## config.mk

```make
export PLATFORM = sky130hd
export DESIGN_NAME = mv_stream_loader
export DESIGN_NICKNAME = d
export VERILOG_FILES = /design/src/rtl/mv_pkg.sv /design/src/rtl/mv_stream_loader_idx_cnt.sv /design/src/rtl/mv_stream_loader.sv
export SDC_FILE = /design/constraint.sdc
export NUM_CORES = 1
export LEC_CHECK = 0
export BUFFER_PORTS_ARGS = -buffer_cell sky130_fd_sc_hd__buf_2
export CAP_MARGIN = 20
export CORE_ASPECT_RATIO = 1.5
export CORE_UTILIZATION = 40
export CTS_CLUSTER_SIZE = 8
export DETAILED_ROUTE_END_ITERATION = 8
export HOLD_SLACK_MARGIN = 0.15
export PLACE_DENSITY_LB_ADDON = 0.08
export SLEW_MARGIN = 10
export SYNTH_ARGS = -nofsm -noshare
export SYNTH_HDL_FRONTEND = slang
export SYNTH_HIERARCHICAL = 1
export SYNTH_SLANG_ARGS = --single-unit
```

## constraint.sdc

```tcl
create_clock -name clk -period 2.54 [get_ports clk]
set_input_delay 0.635 -clock clk [delete_from_list [all_inputs] [get_ports clk]]
set_output_delay 0.635 -clock clk [all_outputs]
set_load 0.02 [all_outputs]
```

## src/rtl/mv_pkg.sv

```systemverilog
// Shared definitions for the matrix-vector stream loader: the loader state
// encoding, the index-width helper and the per-load element count.
package mv_pkg;

    typedef enum logic [1:0] {
        IDLE     = 2'd0,
        LOAD_MAT = 2'd1,
        LOAD_VEC = 2'd2,
        FIRE     = 2'd3
    } state_t;

    // Width of a row/column index for an N-element dimension (at least 1 bit)
    function automatic int idx_width(input int n);
        return (n < 2) ? 1 : $clog2(n);
    endfunction

    // Number of stream elements consumed by one complete load
    function automatic int elem_count(input int n);
        return n * n + n;
    endfunction

endpackage

```

## src/rtl/mv_stream_loader_idx_cnt.sv

```systemverilog
// Row/column wrap counter shared by the matrix and vector load phases.
// The column advances on each enable and wraps after N-1, carrying into
// the row. Limits are compared against N-1 so N need not be a power of two.
module mv_idx_cnt
    import mv_pkg::*;
#(
    parameter int N = 2,
    parameter int W = idx_width(N)
) (
    input  logic         clk,
    input  logic         rst,
    input  logic         clr,
    input  logic         en,
    output logic [W-1:0] row,
    output logic [W-1:0] col,
    output logic         col_wrap,
    output logic         last
);

    localparam logic [W-1:0] MAX_IDX = W'(N - 1);

    assign col_wrap = (col == MAX_IDX);
    assign last     = col_wrap && (row == MAX_IDX);

    // Column counts every enable; its wrap carries into the row, which itself wraps
    always_ff @(posedge clk or negedge rst) begin
        if (!rst) begin
            row <= '0;
            col <= '0;
        end else if (clr) begin
            row <= '0;
            col <= '0;
        end else if (en) begin
            if (col_wrap) begin
                col <= '0;
                row <= (row == MAX_IDX) ? '0 : row + W'(1);
            end else begin
                col <= col + W'(1);
            end
        end
    end

endmodule

```

## src/rtl/mv_stream_loader.sv

```systemverilog
// Stream loader for the matrix-vector wrapper. Consumes a valid/ready stream
// of N*N matrix elements (row-major) followed by N vector elements, writes
// them into the row memories and the vector memory, then pulses start.
// Optional framing check on s_last: define MV_STREAM_LOADER_LAST_CHK_EN.
module mv_stream_loader
    import mv_pkg::*;
#(
    parameter int N  = 2,
    parameter int DW = 8
) (
    input  logic                    clk,
    input  logic                    rst,
    input  logic                    load_req,
    input  logic [DW-1:0]           s_data,
    input  logic                    s_valid,
    output logic                    s_ready,
    input  logic                    s_last,
    output logic [DW-1:0]           rom_mat_data    [0:N-1],
    output logic [idx_width(N)-1:0] rom_mat_wr_addr [0:N-1],
    output logic [0:N-1]            rom_mat_we,
    output logic [DW-1:0]           rom_vec_data,
    output logic [idx_width(N)-1:0] rom_vec_wr_addr,
    output logic                    rom_vec_we,
    output logic                    start,
    output logic                    busy,
    output logic                    frame_err
);

    localparam int W = idx_width(N);

    state_t         state_q;
    state_t         state_d;
    logic [W-1:0]   row;
    logic [W-1:0]   col;
    logic           col_wrap;
    logic           last_elem;
    logic           xfer;
    logic           chk_err;
    logic           cnt_clr;
    logic           cnt_en;
    logic           mat_wr;
    logic           vec_wr;
    logic           start_q;

    assign s_ready = (state_q == LOAD_MAT) || (state_q == LOAD_VEC);
    assign xfer    = s_valid && s_ready;
    assign start   = start_q;
    // Busy also covers the start cycle so it drops only after the pulse
    assign busy    = (state_q != IDLE) || start_q;

    mv_idx_cnt #(
        .N (N),
        .W (W)
    ) u_idx_cnt (
        .clk      (clk),
        .rst      (rst),
        .clr      (cnt_clr),
        .en       (cnt_en),
        .row      (row),
        .col      (col),
        .col_wrap (col_wrap),
        .last     (last_elem)
    );

`ifdef MV_STREAM_LOADER_LAST_CHK_EN
    logic final_elem;
    logic frame_err_q;

    // The only element allowed to carry s_last is the last vector element
    assign final_elem = (state_q == LOAD_VEC) && col_wrap;
    assign chk_err    = xfer && (s_last != final_elem);
    assign frame_err  = frame_err_q;

    // Sticky framing error, cleared by reset or by the next accepted load request
    always_ff @(posedge clk or negedge rst) begin
        if (!rst) begin
            frame_err_q <= 1'b0;
        end else if ((state_q == IDLE) && load_req) begin
            frame_err_q <= 1'b0;
        end else if (chk_err) begin
            frame_err_q <= 1'b1;
        end
    end
`else
    // Without the framing check s_last has no role and the flag stays low
    assign chk_err   = 1'b0;
    assign frame_err = 1'b0 & s_last;
`endif

    // State register
    always_ff @(posedge clk or negedge rst) begin
        if (!rst) begin
            state_q <= IDLE;
        end else begin
            state_q <= state_d;
        end
    end

    // Next-state and per-transfer control; a framing error drops the transfer and aborts
    always_comb begin
        state_d = state_q;
        cnt_clr = 1'b0;
        cnt_en  = 1'b0;
        mat_wr  = 1'b0;
        vec_wr  = 1'b0;
        case (state_q)
            IDLE: begin
                if (load_req) begin
                    cnt_clr = 1'b1;
                    state_d = LOAD_MAT;
                end
            end
            LOAD_MAT: begin
                if (xfer) begin
                    if (chk_err) begin
                        state_d = IDLE;
                    end else begin
                        mat_wr = 1'b1;
                        if (last_elem) begin
                            cnt_clr = 1'b1;
                            state_d = LOAD_VEC;
                        end else begin
                            cnt_en = 1'b1;
                        end
                    end
                end
            end
            LOAD_VEC: begin
                if (xfer) begin
                    if (chk_err) begin
                        state_d = IDLE;
                    end else begin
                        vec_wr = 1'b1;
                        cnt_en = 1'b1;
                        if (col_wrap) begin
                            state_d = FIRE;
                        end
                    end
                end
            end
            FIRE: begin
                state_d = IDLE;
            end
            default: begin
                state_d = IDLE;
            end
        endcase
    end

    // Matrix write port: enable pulses for one cycle, data and address hold
    always_ff @(posedge clk or negedge rst) begin
        if (!rst) begin
            rom_mat_we <= '0;
            for (int r = 0; r < N; r++) begin
                rom_mat_data[r]    <= '0;
                rom_mat_wr_addr[r] <= '0;
            end
        end else begin
            rom_mat_we <= '0;
            if (mat_wr) begin
                rom_mat_we[row]      <= 1'b1;
                rom_mat_wr_addr[row] <= col;
                rom_mat_data[row]    <= s_data;
            end
        end
    end

    // Vector write port: enable pulses for one cycle, data and address hold
    always_ff @(posedge clk or negedge rst) begin
        if (!rst) begin
            rom_vec_we      <= 1'b0;
            rom_vec_data    <= '0;
            rom_vec_wr_addr <= '0;
        end else begin
            rom_vec_we <= 1'b0;
            if (vec_wr) begin
                rom_vec_we      <= 1'b1;
                rom_vec_wr_addr <= col;
                rom_vec_data    <= s_data;
            end
        end
    end

    // Start is loaded during FIRE so it appears the cycle after the last vector write
    always_ff @(posedge clk or negedge rst) begin
        if (!rst) begin
            start_q <= 1'b0;
        end else begin
            start_q <= (state_q == FIRE);
        end
    end

endmodule

```

# After elaboration in Yosys (flattened, before gate mapping)
# Index checks and enable logic that the tools add are counted.
# word_totals
regBits,35
latch_bits,0
mem_bits_rw,0
rom_bits,0
inputBits,13
word_cells,67
memories,0
# classes
addsub,2
mul,0
div,0
magnitude_cmp,2
n_eq_ne,8
n_shift,0
n_mux,31
bitwise_logic,1
reduce_logical,11
# op_table
op,n
1-bit two-way mux,17
16-bit bitwise mux,1
2-bit two-way mux,6
8-bit demux with 1-bit select,1
8-bit two-way mux,1
2-bit != test (second input constant),4
2-bit one-hot mux with 4 select lines,1
2-bit nonzero test,3
5-bit AND reduction,1
2-bit == test (second input constant),2
1-bit one-hot mux with 2 select lines,2
1-bit logical AND,3
1-bit adder (second input constant),2
2-bit bitwise mux,1
2-bit by 1-bit == test with 1-bit output (second input constant),1
2-bit greater-or-equal comparator (second input constant),1
2-bit zero test,1
1-bit logical OR,2
2-bit by 1-bit less-than comparator with 1-bit output (second input constant),1
2-bit by 1-bit != test with 1-bit output (second input constant),1
1-bit NOT with 2-bit output,1
2-bit AND reduction,1
1-bit demux with 1-bit select,1

# Logic depth before layout (Yosys ltp)
# Gate-level depths: netlist of the first run.
# logic_depth
word_depth,7
ltp_mapped,6
ltp_nobuf,6

# Cells and area by module
# Netlist of the first run, hierarchy kept.
# by_module_without_submodules
module,instances,cells_each,area_each_um2
mv_stream_loader,1,92,1390.1
mv_idx_cnt,1,9,103.8

# Least setup slack after synthesis of the first run
# OpenSTA, ideal clock, no wires.
# synth_timing
kind,register to register
start,register state_q[1]
end,register rom_mat_data[10] (netlist bit)
setup_time_ps,125
t_arrival_ps,1584
path_slack_ps,831
stages_incl_launch_ff,7
n_path_buf,1
path_cell_list,dfrtp_1 > inv_1 > ha_1 > and3_4 > nand2b_1 > buf_6 > mux2_4
# synth_via
elab_chain_cells,5
elab_cells_between_ends,6
classes_between,2 x eq/ne; 2 x mux; 2 x reduce/logical
# synth_rtl
item,line,source
from (decl),mv_stream_loader.sv:31,state_t state_q;
from (signal assigned),mv_stream_loader.sv:95,state_q <= state_d;
2-bit by 1-bit == test with 1-bit output / 2-bit == test (equally long branches),mv_stream_loader.sv:45,assign s_ready = (state_q == LOAD_MAT) || (state_q == LOAD_VEC);
1-bit logical OR *,mv_stream_loader.sv:45,
net s_ready,mv_stream_loader.sv:16,"output logic s_ready,"
1-bit logical AND *,mv_stream_loader.sv:46,assign xfer = s_valid && s_ready;
1-bit two-way mux *,n/a,
1-bit two-way mux *,mv_stream_loader.sv:106,case (state_q)
"to (signal, indexed assignment)",mv_stream_loader.sv:163,rom_mat_data[row] <= s_data;
to (decl),mv_stream_loader.sv:18,"output logic [DW-1:0] rom_mat_data [0:N-1],"
# The timed path passes the listed nets; every way through them passes the cells marked *.
# A chain may end at the register's enable or synchronous reset.

# Worst setup path in the final report of the first run
# layout_timing
start,register state_q[1]
end,register rom_mat_data[9] (netlist bit)
# layout_via
elab_chain_cells,5
elab_cells_between_ends,6
classes_between,2 x eq/ne; 2 x mux; 2 x reduce/logical
# layout_rtl
item,line
2-bit by 1-bit == test with 1-bit output / 2-bit == test (equally long branches),"mv_stream_loader.sv:45, mv_stream_loader.sv:106"
1-bit logical OR,mv_stream_loader.sv:45
1-bit logical AND,mv_stream_loader.sv:46
1-bit two-way mux,n/a
1-bit two-way mux *,mv_stream_loader.sv:106
# Mark *: on every way between the ends. The rest lies on a longest branch, timed or not.

==> flow_results.xml, run 1 <==
<?xml version="1.0" encoding="UTF-8"?>
<metrics>
  <group name="worst_setup_path">
    <metric name="critical_path.max_fanout" unit="">6</metric>
    <metric name="worstReg2RegEnd" unit="">rom_mat_data[9]$_DFFE_PN0P_</metric>
    <metric name="worst_path_dominant_cell_family" unit="">simple AND/OR/NAND/NOR gates</metric>
    <metric name="cpMaxStageDelayCell" unit="">dfrtp_1</metric>
    <metric name="critical_path.reg2reg.startpoint" unit="">state_q[1]$_DFFE_PN0P_</metric>
    <metric name="critical_path_endpoint_category" unit="">flop</metric>
    <metric name="criticalPathCategory" unit="">flop to flop</metric>
    <metric name="crit_arrival" unit="ns">2.14</metric>
    <metric name="required" unit="ns">2.70</metric>
    <metric name="cp_cell_sequence" unit="">inv_1 &gt; ha_1 &gt; and3_4 &gt; nand2b_1 &gt; buf_4 &gt; mux2_4</metric>
    <metric name="setup_crit_start_kind" unit="">flop</metric>
    <metric name="r2r_slack" unit="ns">0.56</metric>
    <metric name="critPathMaxStageDelay" unit="ns">0.42</metric>
    <metric name="crit_cells" unit="">6</metric>
    <metric name="critical_path_buf_inv_count" unit="">2</metric>
    <metric name="r2r.worst_path.cells" unit="">6</metric>
  </group>
  <group name="global_route">
    <metric name="grt_max_degree" unit="">36</metric>
    <metric name="number_of_global_route_vias_before_repair" unit="">965</metric>
    <metric name="grt_usage" unit="%">16.4</metric>
    <metric name="grt_pass1_wl" unit="um">4710</metric>
    <metric name="grt_overflow_total" unit="">0</metric>
    <metric name="antenna_found_initial" unit="">0</metric>
  </group>
  <group name="sta">
    <metric name="worst_slew_pin_slew" unit="ns">0.752</metric>
    <metric name="fin_setup_tns" unit="ns">0</metric>
    <metric name="timing_max_transition_violations_final" unit="">0</metric>
    <metric name="max_frequency" unit="GHz">0.505</metric>
    <metric name="min_period" unit="ns">1.98</metric>
    <metric name="final.setup_skew" unit="ns">0.00481</metric>
    <metric name="post-route-period-util" unit="%">78.0</metric>
    <metric name="unrepaired_setup_endpoints_after_global_routing" unit="">no</metric>
    <metric name="max-slew-margin-rel" unit="%">49.9</metric>
    <metric name="timing_hold_violations_final" unit="">0</metric>
    <metric name="setup_viol" unit="">0</metric>
  </group>
  <group name="finish">
    <metric name="layout-drive-gt1-share" unit="%">55.6</metric>
    <metric name="layout.nets" unit="">168</metric>
    <metric name="flow.area_growth_from_synthesis" unit="%">23.7</metric>
    <metric name="final.fill_count" unit="">320</metric>
    <metric name="multi_input_area" unit="um2">558</metric>
    <metric name="layout.core_utilization" unit="%">53.1</metric>
    <metric name="insertedDiodeCount" unit="">0</metric>
    <metric name="register_area" unit="um2">876</metric>
  </group>
  <group name="yosys">
    <metric name="synth_top_cells_by_count" unit="">dfrtp_1, mux2_2, inv_1, mux2_4, ha_1</metric>
    <metric name="synth_nets" unit="">119</metric>
    <metric name="synth.top_cells.by_area" unit="">dfrtp_1, mux2_2, mux2_4, ha_1, inv_1</metric>
    <metric name="synth_largest_type_area_fraction" unit="%">58.6</metric>
    <metric name="synth-seq-area-share" unit="%">58.6</metric>
    <metric name="synth.cell_area" unit="um2">1490</metric>
    <metric name="synth_edf_count" unit="">0</metric>
    <metric name="yosys.cell_count.top_type" unit="">dfrtp_1</metric>
    <metric name="ys_dominant_reg_cell" unit="">dfrtp_1</metric>
    <metric name="yosys.area.top_type" unit="">dfrtp_1</metric>
    <metric name="post_syn_instances" unit="">101</metric>
    <metric name="yosys.cell_types.count" unit="">24</metric>
    <metric name="avg_inst_size_synth" unit="um2">14.8</metric>
    <metric name="fraction_of_registers_with_async_set_or_reset_after_synthesis" unit="%">100</metric>
    <metric name="yosys_reg_bits" unit="">35</metric>
    <metric name="synth_warnings" unit="">6</metric>
  </group>
  <group name="die">
    <metric name="core_region_area" unit="um2">3480</metric>
    <metric name="top_level_ports" unit="">47</metric>
    <metric name="fp.dieW" unit="um">51.9</metric>
    <metric name="die_ar" unit="um2">3990</metric>
    <metric name="chipHeight" unit="um">76.8</metric>
    <metric name="initial_utilization" unit="%">42.9</metric>
    <metric name="num_rows" unit="">26</metric>
  </group>
  <group name="pwr">
    <metric name="pwr-share-comb" unit="%">47.3</metric>
    <metric name="cellPowerDensity" unit="nW/um2">1450</metric>
    <metric name="netSwitchingPower" unit="mW">1.04</metric>
    <metric name="power.internal" unit="mW">1.64</metric>
    <metric name="leakagePower" unit="nW">0.991</metric>
    <metric name="power_frac_clock" unit="%">16.2</metric>
    <metric name="ir_worst_vdd" unit="mV">0.759</metric>
    <metric name="seqPwrFrac" unit="%">36.5</metric>
    <metric name="swShare" unit="%">38.7</metric>
  </group>
  <group name="placement">
    <metric name="hpwlAfterDp" unit="um">2050</metric>
    <metric name="gp_routability_congestion" unit="">0.734</metric>
    <metric name="port_buffers" unit="">44</metric>
  </group>
  <group name="routing">
    <metric name="drt-pass1-iter-count" unit="">4</metric>
    <metric name="initialDrtViolationCount" unit="">33</metric>
    <metric name="viasPerCell" unit="">4.82</metric>
    <metric name="drc" unit="">0</metric>
    <metric name="ant_nets" unit="">0</metric>
    <metric name="dr_total_vias" unit="">930</metric>
    <metric name="post_drt_wl_per_cell" unit="um">14.5</metric>
    <metric name="wl" unit="um">2790</metric>
  </group>
  <group name="clocking">
    <metric name="clock-root-buffer" unit="">clkbuf_8</metric>
    <metric name="post_cts_hold_buffer_count" unit="">0</metric>
    <metric name="number_of_instances_resized_during_post_cts_repair" unit="">0</metric>
    <metric name="numCtsBuffers" unit="">5</metric>
    <metric name="tritoncts" unit="">built</metric>
    <metric name="cts_num_sinks" unit="">35</metric>
    <metric name="clk-insertion-delay-late" unit="ns">0.28</metric>
    <metric name="postCtsSetupBuffers" unit="">0</metric>
    <metric name="clkTransAtPathRegs" unit="ns">0.07</metric>
    <metric name="h-tree-depth" unit="">2</metric>
    <metric name="clock_tree.buffer_depth" unit="">2</metric>
  </group>
  <group name="run_status">
    <metric name="status" unit="">completed</metric>
  </group>
  <group name="worst_hold_path">
    <metric name="hold_class" unit="">input port to async pin</metric>
  </group>
  <group name="flow_run">
    <metric name="max_cap_viol_count" unit="">0</metric>
  </group>
</metrics>
layout make-up:
type,count,share of cell area [%]
tap,42,2.84
clock buffer,8,5.42
inverter,9,1.83
timing repair buffer,45,12.3
multi-input combinational,54,30.2
sequential,35,47.4
kinds of logic after synthesis:
kind of cell | Yosys count | share of synthesized area (%)
buffers and inverters | 12 | 4.02
xor gates and xnor gates | 1 | 0.586
and+or+nand+nor | 11 | 4.27
DFF | 35 | 58.6
adders and majority gates | 5 | 4.19
AOI/OAI and AO/OA | 7 | 4.02
muxes | 29 | 24.0
other | 1 | 0.251
through the flow:
| stage | hold WS (ns) | area (um2) | power (mW) | cells | worst slack (ns) |
|---|---|---|---|---|---|
| 4_1_cts | 0.449 | 1850 | 2.71 | 193 | 0.563 |
| 2_1_floorplan | 0.339 | 1490 | 1.88 | 101 | 0.831 |
| 3_5_place_dp | 0.489 | 1750 | 2.27 | 185 | 0.570 |
| 6_report | 0.418 | 1850 | 2.68 | 193 | 0.559 |
| 3_3_place_gp | 0.483 | 1750 | 2.22 | 185 | 0.589 |
| 5_1_grt | 0.477 | 1850 | 2.86 | 193 | 0.440 |
registers in the layout, summed over array words and instances (netlist names):
register and count:
state_q 2, rom_vec_we 1, rom_mat_wr_addr 2, u_idx_cnt/col 1, rom_mat_data 16, u_idx_cnt/row 1
rom_mat_we 2, rom_vec_data 8, start 1, rom_vec_wr_addr 1
placed cells by master, fill, tap and decap left out, drive strengths merged:
| cell | instances |
|---|---|
| dfrtp | 35 |
| o22ai | 1 |
| buf | 45 |
| ha | 5 |
| nor2 | 3 |
| a22o | 2 |
| nand3b | 1 |
| mux2i | 1 |
| and2 | 1 |
| xnor2 | 1 |
| nand2 | 3 |
| nand2b | 2 |
| clkbuf | 8 |
| a21oi | 2 |
| and3 | 1 |
| conb | 1 |
| inv | 9 |
| a211oi | 1 |
| mux2 | 28 |
| a21bo | 1 |
per-layer routing:
metal	up-vias	GRT usage (%)	routed length, um
li1	435	-	-
met2	36	25.9	1470
met3	5	6.15	151
met4	0	7.30	56
met5	-	0	0
met1	454	19.1	1120
power by group through the flow:
| stage | Combinational, mW | Clock (mW) | Sequential [mW] |
|---|---|---|---|
| floorplan | 0.614 | 0 | 1.26 |
| global route | 1.37 | 0.471 | 1.02 |
| finish | 1.27 | 0.434 | 0.977 |
| global placement | 1.25 | 0 | 0.974 |
| detailed placement | 1.28 | 0 | 0.991 |
| CTS | 1.28 | 0.446 | 0.981 |
worst max path at each step:
stage	start	endpoint	slack [ns]
final	state_q[1]$_DFFE_PN0P_	rom_mat_data[9]$_DFFE_PN0P_	0.56
after global routing	state_q[1]$_DFFE_PN0P_	rom_mat_data[9]$_DFFE_PN0P_	0.44
after CTS	state_q[0]$_DFFE_PN0P_	rom_mat_data[9]$_DFFE_PN0P_	0.56
after detailed placement	state_q[0]$_DFFE_PN0P_	rom_mat_data[8]$_DFFE_PN0P_	0.57
after global placement	state_q[0]$_DFFE_PN0P_	rom_mat_data[9]$_DFFE_PN0P_	0.59
after floorplan	state_q[1]$_DFFE_PN0P_	rom_mat_data[10]$_DFFE_PN0P_	0.83
No activity file was read; power rests on OpenSTA's default activity.
==> run 2: changes to the inputs <==
ABC_AREA = 1   (was not set)
clock period = 1.7 ns   (was 2.54 ns; I/O delays follow)
==> run 2 against run 1 <==
Net effect:
- the flow now finishes with violations (negative setup slack)
- final area rose by 7.7%
- clock skew about the same
- critical path type is now flop to output pin
- via count up 31%
- sequential share of layout area shrank 3.4 points
- count of clock-buffer cells in the layout stayed put
- synthesized cell count up 58%
- largest power group unchanged
- sequential power increased by 41%
- combinational power rose by 58%
==> flow_results.xml, run 2 <==
<?xml version="1.0" encoding="UTF-8"?>
<metrics>
  <group name="run_status">
    <metric name="status" unit="">finished, violations left</metric>
    <metric name="violated_checks" unit="">negative setup slack</metric>
  </group>
  <group name="die">
    <metric name="top_level_ports" unit="">47</metric>
    <metric name="num_rows" unit="">27</metric>
    <metric name="initial_utilization" unit="%">42.3</metric>
    <metric name="core_region_area" unit="um2">3680</metric>
    <metric name="die_ar" unit="um2">4150</metric>
    <metric name="chipHeight" unit="um">78.4</metric>
    <metric name="fp.dieW" unit="um">53.0</metric>
  </group>
  <group name="pwr">
    <metric name="overall_power" unit="mW">4.03</metric>
    <metric name="power.internal" unit="mW">2.33</metric>
    <metric name="netSwitchingPower" unit="mW">1.70</metric>
    <metric name="leakagePower" unit="nW">1.15</metric>
    <metric name="ir_worst_vdd" unit="mV">1.02</metric>
    <metric name="cellPowerDensity" unit="nW/um2">2030</metric>
    <metric name="seqPwrFrac" unit="%">34.2</metric>
    <metric name="pwr-share-comb" unit="%">49.9</metric>
    <metric name="power_frac_clock" unit="%">15.9</metric>
    <metric name="swShare" unit="%">42.2</metric>
  </group>
  <group name="yosys">
    <metric name="yosys.cell_count.top_type" unit="">nand2_1</metric>
    <metric name="avg_inst_size_synth" unit="um2">9.74</metric>
    <metric name="yosys_reg_bits" unit="">35</metric>
    <metric name="synth_largest_type_area_fraction" unit="%">56.2</metric>
    <metric name="synth.top_cells.by_area" unit="">dfrtp_1, nand2_1, o21ai_2, inv_1, ha_1</metric>
    <metric name="ys_dominant_reg_cell" unit="">dfrtp_1</metric>
    <metric name="yosys.area.top_type" unit="">dfrtp_1</metric>
    <metric name="fraction_of_registers_with_async_set_or_reset_after_synthesis" unit="%">100</metric>
    <metric name="synth-seq-area-share" unit="%">56.2</metric>
    <metric name="synth_edf_count" unit="">0</metric>
    <metric name="post_syn_instances" unit="">160</metric>
    <metric name="synth.cell_area" unit="um2">1560</metric>
    <metric name="synth_warnings" unit="">6</metric>
    <metric name="synth_nets" unit="">178</metric>
    <metric name="synth_top_cells_by_count" unit="">nand2_1, dfrtp_1, inv_1</metric>
    <metric name="yosys.cell_types.count" unit="">18</metric>
  </group>
  <group name="sta">
    <metric name="post-route-period-util" unit="%">100</metric>
    <metric name="timing_hold_violations_final" unit="">0</metric>
    <metric name="final.setup_skew" unit="ns">0.00461</metric>
    <metric name="timing_max_transition_violations_final" unit="">0</metric>
    <metric name="min_period" unit="ns">1.70</metric>
    <metric name="post-route-worst-setup-slack" unit="ns">-0.00372</metric>
    <metric name="fin_setup_tns" unit="ns">-0.00372</metric>
    <metric name="unrepaired_setup_endpoints_after_global_routing" unit="">yes</metric>
    <metric name="setup_viol" unit="">1</metric>
    <metric name="max_frequency" unit="GHz">0.587</metric>
  </group>
  <group name="worst_setup_path">
    <metric name="cp_cell_sequence" unit="">inv_2 &gt; ha_4 &gt; inv_2 &gt; or2_4 &gt; buf_6</metric>
    <metric name="critical_path_endpoint_category" unit="">output pin</metric>
    <metric name="worst_path_dominant_cell_family" unit="">flip-flops</metric>
    <metric name="setup_crit_start_kind" unit="">flop</metric>
    <metric name="critical_path_buf_inv_count" unit="">3</metric>
    <metric name="critical_path.max_fanout" unit="">3</metric>
    <metric name="crit_path_frequent_cell" unit="">inv_2</metric>
    <metric name="required" unit="ns">1.27</metric>
    <metric name="critPathMaxStageDelay" unit="ns">0.39</metric>
    <metric name="critical_path.reg2reg.startpoint" unit="">state_q[1]$_DFFE_PN0P_</metric>
    <metric name="worstReg2RegEnd" unit="">u_idx_cnt/row$_DFFE_PN0P_</metric>
    <metric name="crit_arrival" unit="ns">1.28</metric>
    <metric name="criticalPathCategory" unit="">flop to output pin</metric>
    <metric name="cpMaxStageDelayCell" unit="">dfrtp_1</metric>
    <metric name="r2r_slack" unit="ns">0.14</metric>
    <metric name="crit_cells" unit="">5</metric>
    <metric name="r2r.worst_path.cells" unit="">11</metric>
  </group>
  <group name="routing">
    <metric name="dr_total_vias" unit="">1218</metric>
    <metric name="wl" unit="um">3230</metric>
    <metric name="ant_nets" unit="">0</metric>
    <metric name="drt-pass1-iter-count" unit="">4</metric>
    <metric name="initialDrtViolationCount" unit="">27</metric>
    <metric name="drc" unit="">0</metric>
    <metric name="post_drt_wl_per_cell" unit="um">12.4</metric>
    <metric name="viasPerCell" unit="">4.68</metric>
  </group>
  <group name="worst_hold_path">
    <metric name="hold_class" unit="">input port to flop</metric>
    <metric name="worst_hold_stages" unit="">3</metric>
    <metric name="timing.hold.worst_endpoint" unit="">rom_mat_data[6]$_DFFE_PN0P_</metric>
    <metric name="min-delay-start" unit="">s_data[6]</metric>
  </group>
  <group name="finish">
    <metric name="insertedDiodeCount" unit="">0</metric>
    <metric name="registers.top_by_ff_count" unit="">rom_mat_data</metric>
    <metric name="max_reg_flops" unit="">16</metric>
    <metric name="flow.area_growth_from_synthesis" unit="%">27.7</metric>
    <metric name="layout.nets" unit="">234</metric>
    <metric name="layout-drive-gt1-share" unit="%">40.6</metric>
    <metric name="layout_top_registers" unit="">rom_mat_data (16), rom_vec_data (8)</metric>
    <metric name="layout.cells.most_common_list" unit="">nand2_1, buf_2, dfrtp_1</metric>
  </group>
  <group name="clocking">
    <metric name="clk-insertion-delay-late" unit="ns">0.28</metric>
    <metric name="clock_tree.buffer_depth" unit="">2</metric>
    <metric name="numCtsBuffers" unit="">5</metric>
    <metric name="cts_num_sinks" unit="">35</metric>
    <metric name="tritoncts" unit="">built</metric>
    <metric name="clock-root-buffer" unit="">clkbuf_8</metric>
    <metric name="h-tree-depth" unit="">2</metric>
    <metric name="clkTransAtPathRegs" unit="ns">0.06</metric>
  </group>
  <group name="global_route">
    <metric name="grt_overflow_total" unit="">0</metric>
    <metric name="grt_pass1_wl" unit="um">5310</metric>
    <metric name="number_of_global_route_vias_before_repair" unit="">1217</metric>
    <metric name="antenna_found_initial" unit="">0</metric>
    <metric name="grt_usage" unit="%">17.9</metric>
    <metric name="grt_max_degree" unit="">20</metric>
  </group>
  <group name="placement">
    <metric name="gp_routability_congestion" unit="">0.846</metric>
    <metric name="hpwlAfterDp" unit="um">2250</metric>
    <metric name="port_buffers" unit="">44</metric>
  </group>
  <group name="flow_run">
    <metric name="max_cap_viol_count" unit="">0</metric>
  </group>
</metrics>
run 2: cell types whose count changed in the layout (fill, tap and decap cells not counted), moves of 2 or more:
cell,before,now
nand3_1,0,4
mux2_2,18,0
o21bai_1,0,2
buf_4,1,9
o21ai_2,0,18
inv_1,9,23
a22o_1,2,0
mux2_4,9,0
nand2b_1,2,0
o21ai_0,0,10
nand2_4,0,2
nand2_1,2,43
inv_2,0,3
run 2: tightest hold or removal path, cell delays in order:
cell,delay (ns)
buf_2,0.07
inv_1,0.06
o21ai_2,0.12
run 2: logic make-up after synthesis:
kind of cell             synth area share, %
AND/OR/NAND/NOR                         16.0
flip-flops                              56.2
AO/OA/AOI/OAI                           14.6
buffers and inverters                   8.91
adder cells (fa/ha/maj)                 4.02
other                                  0.241
run 2: worst max-delay path by stage:
stage	end	start	slack (ns)
2_1_floorplan	u_idx_cnt/row$_DFFE_PN0P_	state_q[1]$_DFFE_PN0P_	0.13
3_3_place_gp	busy	state_q[0]$_DFFE_PN0P_	0.11
3_5_place_dp	busy	state_q[0]$_DFFE_PN0P_	0.08
4_1_cts	busy	state_q[1]$_DFFE_PN0P_	-0.007
5_1_grt	busy	state_q[0]$_DFFE_PN0P_	-0.05
6_report	busy	state_q[0]$_DFFE_PN0P_	-0.004
run 2: cell type report:
type | count | area (um2)
clock buffers | 8 | 100
fillers | 353 | 1690
repair buffers | 54 | 304
multi-input cells | 94 | 558
flip-flops and latches | 35 | 876
inverters | 26 | 97.6
well taps | 43 | 53.8
run 2: routing by layer:
layer  vias to the layer above  wire length (um)  GRT usage [%]
met5                         -                 0              0
met4                         0                67           8.42
met3                         9               167           5.43
met2                        38              1700           30.5
met1                       567              1300           19.5
li1                        604                 -              -
run 2: power by group through the flow:
stage	logic, mW	clock network (mW)	registers, mW
CTS	1.99	0.672	1.38
global placement	1.75	0	1.39
finish	2.01	0.642	1.38
detailed placement	1.81	0	1.40
floorplan	0.887	0	1.78
global route	2.20	0.698	1.42
run 2: timing repair:
action	in CTS	in global routing
hold endpoints to repair	14	0
resized for setup	8	0
buffers inserted	5	1
hold buffers	1	0
pin swaps	1	0
setup endpoints to repair	2	1
run 2: metrics by stage:
stage               instance area, um2  hold WS [ns]  worst slack [ns]  std cells  util (%)
floorplan                         1560         0.129             0.128        160         -
global placement                  1810         0.355             0.114        245      49.2
detailed placement                1810         0.371            0.0849        245      49.2
CTS                               1980         0.427          -0.00662        259      53.8
global route                      1990         0.444           -0.0545        260      54.0
finish                            1990         0.433          -0.00372        260      54.0
